**src/rtl/fsm_sequence_gen.sv**
```systemverilog
// fsm_sequence_gen: serial pattern transmitter.
//   On an accepted start, shifts a PAT_W-bit pattern MSB first onto o_a and repeats
//   it max(reps,1) times. Consecutive copies are separated by 'gap' idle cycles.
//   All outputs are registered. Reset is synchronous and active-high.
// Ports:
//   i_clk, i_reset     clock, synchronous active-high reset
//   i_start            transmission request, sampled only in IDLE
//   i_pat_in           pattern, latched on accepted start
//   i_reps             copy count, latched on accepted start (0 behaves as 1)
//   i_gap              idle cycles between copies, latched on accepted start
//   i_abort            cancels an active transmission (SEND/GAP)
//   o_a                serial line, IDLE_BIT when no pattern bit is being sent
//   o_a_vld            o_a carries a pattern bit
//   o_busy             accepted start through the DONE cycle
//   o_done             one-cycle pulse after the last bit of the last copy
module fsm_sequence_gen #(
  parameter int unsigned PAT_W    = 4,
  parameter int unsigned REP_W    = 4,
  parameter int unsigned GAP_W    = 4,
  parameter logic        IDLE_BIT = 1'b1
) (
  input  logic             i_clk,
  input  logic             i_reset,
  input  logic             i_start,
  input  logic [PAT_W-1:0] i_pat_in,
  input  logic [REP_W-1:0] i_reps,
  input  logic [GAP_W-1:0] i_gap,
  input  logic             i_abort,
  output logic             o_a,
  output logic             o_a_vld,
  output logic             o_busy,
  output logic             o_done
);

  localparam int unsigned IDX_W = (PAT_W > 1) ? $clog2(PAT_W) : 1;
  localparam logic [IDX_W-1:0] LAST_IDX = IDX_W'(PAT_W - 1);

  typedef enum logic [1:0] {
    S_IDLE = 2'd0,
    S_SEND = 2'd1,
    S_GAP  = 2'd2,
    S_DONE = 2'd3
  } state_t;

  state_t           r_state;
  logic [PAT_W-1:0] r_pat;
  logic [REP_W-1:0] r_copies_left;  // copies still to start after the current one
  logic [GAP_W-1:0] r_gap;
  logic [GAP_W-1:0] r_gap_cnt;      // gap cycles still to go after the current one
  logic [IDX_W-1:0] r_bits_left;    // bits of this copy still to send after o_a
  logic             r_a;
  logic             r_a_vld;
  logic             r_busy;
  logic             r_done;

  state_t           w_state;
  logic [PAT_W-1:0] w_pat;
  logic [REP_W-1:0] w_copies_left;
  logic [GAP_W-1:0] w_gap;
  logic [GAP_W-1:0] w_gap_cnt;
  logic [IDX_W-1:0] w_bits_left;
  logic             w_a;
  logic             w_a_vld;
  logic             w_busy;
  logic             w_done;

  // State and registered outputs
  always_ff @(posedge i_clk) begin
    if (i_reset) begin
      r_state       <= S_IDLE;
      r_pat         <= '0;
      r_copies_left <= '0;
      r_gap         <= '0;
      r_gap_cnt     <= '0;
      r_bits_left   <= '0;
      r_a           <= IDLE_BIT;
      r_a_vld       <= 1'b0;
      r_busy        <= 1'b0;
      r_done        <= 1'b0;
    end else begin
      r_state       <= w_state;
      r_pat         <= w_pat;
      r_copies_left <= w_copies_left;
      r_gap         <= w_gap;
      r_gap_cnt     <= w_gap_cnt;
      r_bits_left   <= w_bits_left;
      r_a           <= w_a;
      r_a_vld       <= w_a_vld;
      r_busy        <= w_busy;
      r_done        <= w_done;
    end
  end

  // Next state and next registered outputs; idle line levels are the default
  always_comb begin
    w_state       = r_state;
    w_pat         = r_pat;
    w_copies_left = r_copies_left;
    w_gap         = r_gap;
    w_gap_cnt     = r_gap_cnt;
    w_bits_left   = r_bits_left;
    w_a           = IDLE_BIT;
    w_a_vld       = 1'b0;
    w_busy        = 1'b0;
    w_done        = 1'b0;

    case (r_state)
      S_IDLE: begin
        // abort wins over a simultaneous start
        if (i_start && !i_abort) begin
          w_state       = S_SEND;
          w_pat         = i_pat_in;
          w_copies_left = (i_reps == '0) ? '0 : i_reps - REP_W'(1);
          w_gap         = i_gap;
          w_bits_left   = LAST_IDX;
          w_a           = i_pat_in[PAT_W-1];
          w_a_vld       = 1'b1;
          w_busy        = 1'b1;
        end
      end

      S_SEND: begin
        if (i_abort) begin
          w_state = S_IDLE;
        end else if (r_bits_left != '0) begin
          w_bits_left = r_bits_left - IDX_W'(1);
          w_a         = r_pat[r_bits_left - IDX_W'(1)];
          w_a_vld     = 1'b1;
          w_busy      = 1'b1;
        end else if (r_copies_left != '0) begin
          w_busy = 1'b1;
          if (r_gap != '0) begin
            w_state   = S_GAP;
            w_gap_cnt = r_gap - GAP_W'(1);
          end else begin
            // back-to-back copy: next MSB with no bubble
            w_copies_left = r_copies_left - REP_W'(1);
            w_bits_left   = LAST_IDX;
            w_a           = r_pat[PAT_W-1];
            w_a_vld       = 1'b1;
          end
        end else begin
          w_state = S_DONE;
          w_busy  = 1'b1;
          w_done  = 1'b1;
        end
      end

      S_GAP: begin
        if (i_abort) begin
          w_state = S_IDLE;
        end else if (r_gap_cnt != '0) begin
          w_gap_cnt = r_gap_cnt - GAP_W'(1);
          w_busy    = 1'b1;
        end else begin
          w_state       = S_SEND;
          w_copies_left = r_copies_left - REP_W'(1);
          w_bits_left   = LAST_IDX;
          w_a           = r_pat[PAT_W-1];
          w_a_vld       = 1'b1;
          w_busy        = 1'b1;
        end
      end

      S_DONE: begin
        w_state = S_IDLE;
      end

      default: begin
        w_state = S_IDLE;
      end
    endcase
  end

  assign o_a     = r_a;
  assign o_a_vld = r_a_vld;
  assign o_busy  = r_busy;
  assign o_done  = r_done;

endmodule

```
**config.mk**
```make
export PLATFORM = sky130hd
export DESIGN_NAME = fsm_sequence_gen
export DESIGN_NICKNAME = d
export VERILOG_FILES = /design/src/rtl/fsm_sequence_gen.sv
export SDC_FILE = /design/constraint.sdc
export NUM_CORES = 1
export LEC_CHECK = 0
export CORE_UTILIZATION = 49
export CTS_CLUSTER_DIAMETER = 50
export DETAILED_ROUTE_END_ITERATION = 10
export GPL_ROUTABILITY_DRIVEN = 0
export PLACE_DENSITY = 0.77
export SYNTH_ARGS = -nofsm -noshare
export SYNTH_HDL_FRONTEND = slang
export SYNTH_SLANG_ARGS = --single-unit
```
**constraint.sdc**
```tcl
create_clock -name i_clk -period 2.1 [get_ports i_clk]
set_input_delay 0.525 -clock i_clk [delete_from_list [all_inputs] [get_ports i_clk]]
set_output_delay 0.525 -clock i_clk [all_outputs]
set_load 0.01 [all_outputs]
```
==> results of run 1 <==
## through the flow
step,util,cells,worst slack (ns),hold slack [ns],setup TNS (ns)
after floorplan,-,165,0.130,0.440,0
after global placement,0.644,224,0.0154,0.446,0
after detailed placement,0.644,224,-0.0508,0.471,-0.108
after CTS,0.659,228,0.0821,0.502,0
after global routing,0.660,228,0.00979,0.524,0
final,0.660,228,0.0943,0.495,0
## layer usage
layer	wire, µm	global-route usage	up-vias
li1	-	-	681
met1	1590	0.308	634
met2	1680	0.395	39
met3	105	0.0276	4
met4	27	0.0732	0
met5	0	0	-
## how the worst min path moves through the flow
stage              startpoint             end  slack [ns]
2_1_floorplan  r_bits_left[1]  r_bits_left[1]        0.44
3_3_place_gp   r_bits_left[1]  r_bits_left[1]        0.45
3_5_place_dp   r_bits_left[1]  r_bits_left[1]        0.47
4_1_cts        r_bits_left[1]  r_bits_left[1]        0.50
5_1_grt        r_bits_left[1]  r_bits_left[1]        0.52
6_report       r_bits_left[1]  r_bits_left[1]        0.49
## power by group
part	internal (mW)	switching, mW	total [mW]
Clock	0.106	0.135	0.240
Combinational	0.276	0.287	0.563
Sequential	0.507	0.0437	0.551
## cells in the final DEF, fill, tap and decap left out, types with 2 or more instances in the layout
cell,instances
clkdlybuf4s50_1,19
nor2b_1,3
a41oi_1,2
buf_4,14
a311oi_1,3
nand3_1,4
clkbuf_4,3
nand2b_1,4
o21ai_0,2
dfxtp_1,24
nor4_1,5
o311ai_0,4
o21a_1,6
a41o_1,2
nor2_1,17
inv_1,15
o31ai_1,3
nor3_1,3
a21oi_1,4
mux2i_1,11
nand2_1,9
ha_1,8
a32o_1,2
a211oi_1,3
## cell type report
type                       count  share of cell area
clock buffer                   4              0.0198
inverter                      15              0.0307
multi-input combinational    120               0.495
sequential                    24               0.262
tap                           31              0.0211
timing repair buffer          34               0.172
## registers in the layout, indices dropped and copies added (netlist names)
signal	count
o_a	1
o_a_vld	1
o_busy	1
o_done	1
r_bits_left	2
r_copies_left	4
r_gap	4
r_gap_cnt	4
r_pat	4
r_state	2
## repair_timing
item	4_1_cts	5_1_grt
endpoints found under the setup margin	1	1
resized for setup	1	1
cloned	0	0
## cell families (layout without fill, tap and decap cells)
group           after synthesis  count (layout)
simple gates                 54              54
compound gates               44              44
flops                        24              24
buf+inv                      21              53
mux                          14              14
fa+ha+maj                     8               8
==> results.ini, run 1 <==
[layout]
nets = 222
fill_cells = 219
fin_area_um2 = 1840
layout-drive-gt1-share = 0.147
regArea_um2 = 480
area_growth_pct = 25.5
diodes = 0
multiInputGateArea_um2 = 908

[yosys]
synth_fa_ha_area_frac = 0.0684
mappedNetlistArea_um2 = 1460
synth-xor-area-share = 0
netlist_top_cells_area = dfxtp_1, mux2i_1, ha_1, nor2_1, inv_1
syn-num-nets = 189
synth_top_family_by_area = compound AO/OA/AOI/OAI gates
synth_top_area_frac = 0.328
yosysTopAreaCell = dfxtp_1
avgSynthCellArea_um2 = 8.86
netlist_top_cells_count = dfxtp_1, nor2_1, inv_1
synthArstFlopShare = 0
ys_types = 46
yosysWarnings = 0
synth_edf_count = 0
synth.most_common_cell = dfxtp_1
syn_inst = 165
synthFlopType = dfxtp_1
synth_compound_area_frac = 0.249
seq_area_frac_synth = 0.328
ys_ff_latch = 24
synth.area.mux_share = 0.105
yosys.area_share.simple = 0.193

[route]
dr.pass1.iters = 4
totalWireLength_mm = 3.41
via_per_inst = 5.96
drcViolationCount = 0
detail-route-antenna-nets = 0
drtIter0Drc = 83
drt-wirelength-per-cell_um = 14.9
num_vias = 1358

[min_path]
worstHoldPathCells = 1
worstHoldPathType = reg -> reg

[critical_path]
slowest_stage = dfxtp_1
cp.depth = 7
endpoint_kind = flop
r2r-start = r_state[1]
crit_fanout = 8
reg2reg_to = r_copies_left[2]
r2r_cells = 7
path_cells = inv_1 -> ha_1 -> o31a_1 -> a2111oi_4 -> buf_4 -> nand3_1 -> a32o_1
arrival_ns = 2.23
startpoint = r_state[1]
cpPeakStageDelay_ns = 0.41
crit_type = reg -> reg
required_ns = 2.32
rrSetupSlack_ns = 0.09
path_buf_inv = 2
endpoint = r_copies_left[2]
cp-start-kind = flop
critPathTopFamily = compound AO/OA/AOI/OAI gates

[pwr]
p_total_mw = 1.35
p_leak_nw = 0.745
p_per_area_nw_per_um2 = 738
peakVddDrop_mv = 0.541

[job]
drv_cap = 0

[timing]
drv_slew = 0
relSlewSlack = 0.608
clock.fmax_ghz = 0.499
tightestPinTransition_ns = 0.583
clock_skew_ns = 0.00404
fin_crit_ns = 2.01
setup_viol = 0
fin_crit_sh = 0.955
rsz0062_at_grt = false
final_hold_viol_count = 0

[clock_network]
cts_buffer_depth = 2
cts.sinks = 24
clk-insertion-delay-late_ns = 0.31
cts_tree = done
cts.clk_slew.worst_paths_ns = 0.13
ctsHtreeMaxLevel = 1
cts_made_buffers = 3
cts-root-buf = clkbuf_4
holdBufCountCts = 0
post-cts-setup-buffer-count = 0

[floorplan]
ios = 20
initial_core_util = 0.526
dieArea_um2 = 3210
die_w_um = 56.6
num_rows = 19
die_h_um = 56.6
core-area_um2 = 2780

[global_routing]
grt_max_degree = 15
antenna_found_initial = 0
grt.overflow.total = 0
first_global_vias = 1321
grt_pass1_wl_mm = 5.92
grt.total_usage = 0.233

[placed_design]
place.port_buffers = 19
dpl.hpwl_mm = 2.74
placed_area_um2 = 1790

[outcome]
status = finished clean

Power figures use the tool's default switching activity.
==> run 2, diff against run 1 <==
Settings changed: CAP_MARGIN set to 15.
==> results of run 2 <==
Same layout as run 1: the final DEF is identical, and so are final timing and power.
==> run 3, diff against run 2 <==
Settings changed: CORE_UTILIZATION 49 to 55, HOLD_SLACK_MARGIN set to 0.15, PLACE_DENSITY 0.77 to 0.82, SLEW_MARGIN set to 20.
Clock period 2.1 ns to 2.6 ns, I/O delays scaled along.
==> run 3 against run 2 <==
Sequential share of layout area rose by 1.6 points. Sequential power fell by 19%. Hold slack improved by 0.019 ns. Global-route usage rose by 2.7 points. Routed wire length fell by 2.3%. Via count fell by 2.7%. Sequential cell count did not move. Final cell count fell by 5.3%. Die area fell by 11%. Power fell by 23%. Critical path type unchanged.
==> results.ini, run 3 (synthesis gave the netlist of run 1 again) <==
[outcome]
status = finished clean

[critical_path]
r2r-start = r_state[0]
required_ns = 2.83  ; +0.51 ns
cpPeakStageDelay_ns = 0.52  ; +0.11 ns
endpoint_kind = flop
path_cells = inv_1 -> ha_1 -> o31a_1 -> a2111oi_4 -> o311ai_0 -> o2bb2ai_1
arrival_ns = 2.46  ; +0.23 ns
path_buf_inv = 1  ; -1
rrSetupSlack_ns = 0.37  ; +0.28 ns
slowest_stage = a2111oi_4
crit_fanout = 8  ; unchanged
crit_type = reg -> reg
reg2reg_to = r_copies_left[0]
r2r_cells = 6  ; -1
cp-start-kind = flop
cp.depth = 6  ; -1
critPathTopFamily = compound AO/OA/AOI/OAI gates

[route]
detail-route-antenna-nets = 0  ; unchanged
drcViolationCount = 0  ; unchanged
drt-wirelength-per-cell_um = 15.4  ; +3.1%
num_vias = 1322  ; -2.7%
totalWireLength_mm = 3.33  ; -2.3%
dr.pass1.iters = 4  ; unchanged
via_per_inst = 6.12  ; +2.8%
drtIter0Drc = 52  ; -37%

[timing]
fin_setup_tns_ns = 0  ; unchanged
relSlewSlack = 0.590  ; -0.0175
fin_crit_ns = 2.23  ; +0.223 ns
fin_crit_sh = 0.857  ; -0.0979
rsz0062_at_grt = false
clock.fmax_ghz = 0.449  ; -10%
setup_viol = 0  ; unchanged
clock_skew_ns = 0.00192  ; -0.00212 ns
drv_slew = 0  ; unchanged
final_hold_viol_count = 0  ; unchanged
tightestPinTransition_ns = 0.611  ; +0.0275 ns
hold_slack_ns = 0.514  ; +0.0190 ns

[pwr]
peakVddDrop_mv = 0.402  ; -26%
p_leak_nw = 0.684  ; -8.2%
p_per_area_nw_per_um2 = 604  ; -18%

[layout]
layout_commonest_cell = dfxtp_1
layout-drive-gt1-share = 0.0860  ; -0.0612
mostFrequentLayoutCells = dfxtp_1, clkdlybuf4s50_1, nor2_1
area_growth_pct = 18.4
diodes = 0  ; unchanged
nets = 211  ; -5.0%

[clock_network]
cts-root-buf = clkbuf_4
ctsHtreeMaxLevel = 1  ; unchanged
cts_buffer_depth = 2  ; unchanged
cts.sinks = 24  ; unchanged
holdBufCountCts = 0  ; unchanged
cts.clk_slew.worst_paths_ns = 0.13  ; about the same
cts_tree = done
cts_made_buffers = 3  ; unchanged
clk-insertion-delay-late_ns = 0.32  ; about the same
post-cts-setup-buffer-count = 0  ; unchanged
cts-resized-gates = 0  ; -1

[floorplan]
die_h_um = 53.6  ; -5.4%
core-area_um2 = 2500  ; -10%
num_rows = 18  ; -1
initial_core_util = 0.585  ; +0.0592
dieArea_um2 = 2870  ; -11%
die_w_um = 53.6  ; -5.4%
ios = 20  ; unchanged

[min_path]
worstHoldPathCells = 1  ; unchanged
hold-path-endpoint = r_bits_left[1]
worstHoldPathType = reg -> reg
hp-start = r_bits_left[1]

[global_routing]
first_global_vias = 1225  ; -7.3%
grt_max_degree = 16  ; +1
antenna_found_initial = 0  ; unchanged
grt.total_usage = 0.260  ; +0.0269
grt.overflow.total = 0  ; unchanged
grt_pass1_wl_mm = 5.42  ; -8.5%

[job]
drv_cap = 0  ; unchanged

[placed_design]
place.port_buffers = 19  ; unchanged
dpl.hpwl_mm = 2.59  ; -5.7%

[run 3: cell count changes in the layout (fill, tap and decap cells not counted)]
| cell | delta |
|---|---|
| o21ai_1 | +1 |
| buf_4 | -10 |
| mux2i_1 | +1 |
| buf_12 | -1 |
| mux2i_2 | -1 |
| o21ai_2 | -1 |
[run 3: per-stage QoR]
step                      cell area (µm²)   util  setup slack [ns]  power, mW  std cells
final                                1730  0.693             0.371       1.05        216
after global routing                 1730  0.693             0.221       1.11        216
after CTS                            1730  0.693             0.395       1.05        216
after detailed placement             1700  0.678             0.157      0.846        212
after global placement               1700  0.678             0.244      0.828        212
after floorplan                      1460      -             0.630      0.729        165
[run 3: layer usage]
metal | global-route usage | share of wire | vias up | routed length [µm]
met4 | 0.140 | 0.027 | 0 | 91
met3 | 0.0311 | 0.044 | 11 | 145
met2 | 0.396 | 0.46 | 38 | 1530
met1 | 0.356 | 0.47 | 610 | 1560
li1 | - | - | 663 | -
met5 | 0 | 0 | - | 0
[run 3: power by group]
group          leakage (nW)  total (mW)  internal (mW)  switching (mW)
clock network        0.0210       0.202         0.0858           0.116
registers             0.196       0.448          0.410          0.0383
logic                 0.466       0.396          0.179           0.216
[run 3: final cells by class]
type | count | area (µm²)
Tap cell | 30 | 37.5
Multi-Input combinational cell | 120 | 901
Timing Repair Buffer | 23 | 220
Fill cell | 209 | 768
Clock buffer | 4 | 36.3
Inverter | 15 | 56.3
Sequential cell | 24 | 480
[run 3: how the worst max path moves through the flow]
| stage | slack (ns) | to | from |
|---|---|---|---|
| after detailed placement | 0.16 | r_copies_left[0] | i_abort |
| after CTS | 0.39 | r_copies_left[0] | r_state[0] |
| after floorplan | 0.63 | r_copies_left[2] | r_state[0] |
| after global placement | 0.24 | r_copies_left[3] | i_abort |
| final | 0.37 | r_copies_left[0] | r_state[0] |
| after global routing | 0.22 | r_copies_left[0] | r_state[0] |
[run 3: worst reg2reg max path, stage by stage, from the launching register on]
cell and delay (ns):
dfxtp_1 0.44, inv_1 0.09, ha_1 0.29, o31a_1 0.35
a2111oi_4 0.53, o311ai_0 0.26, o2bb2ai_1 0.18
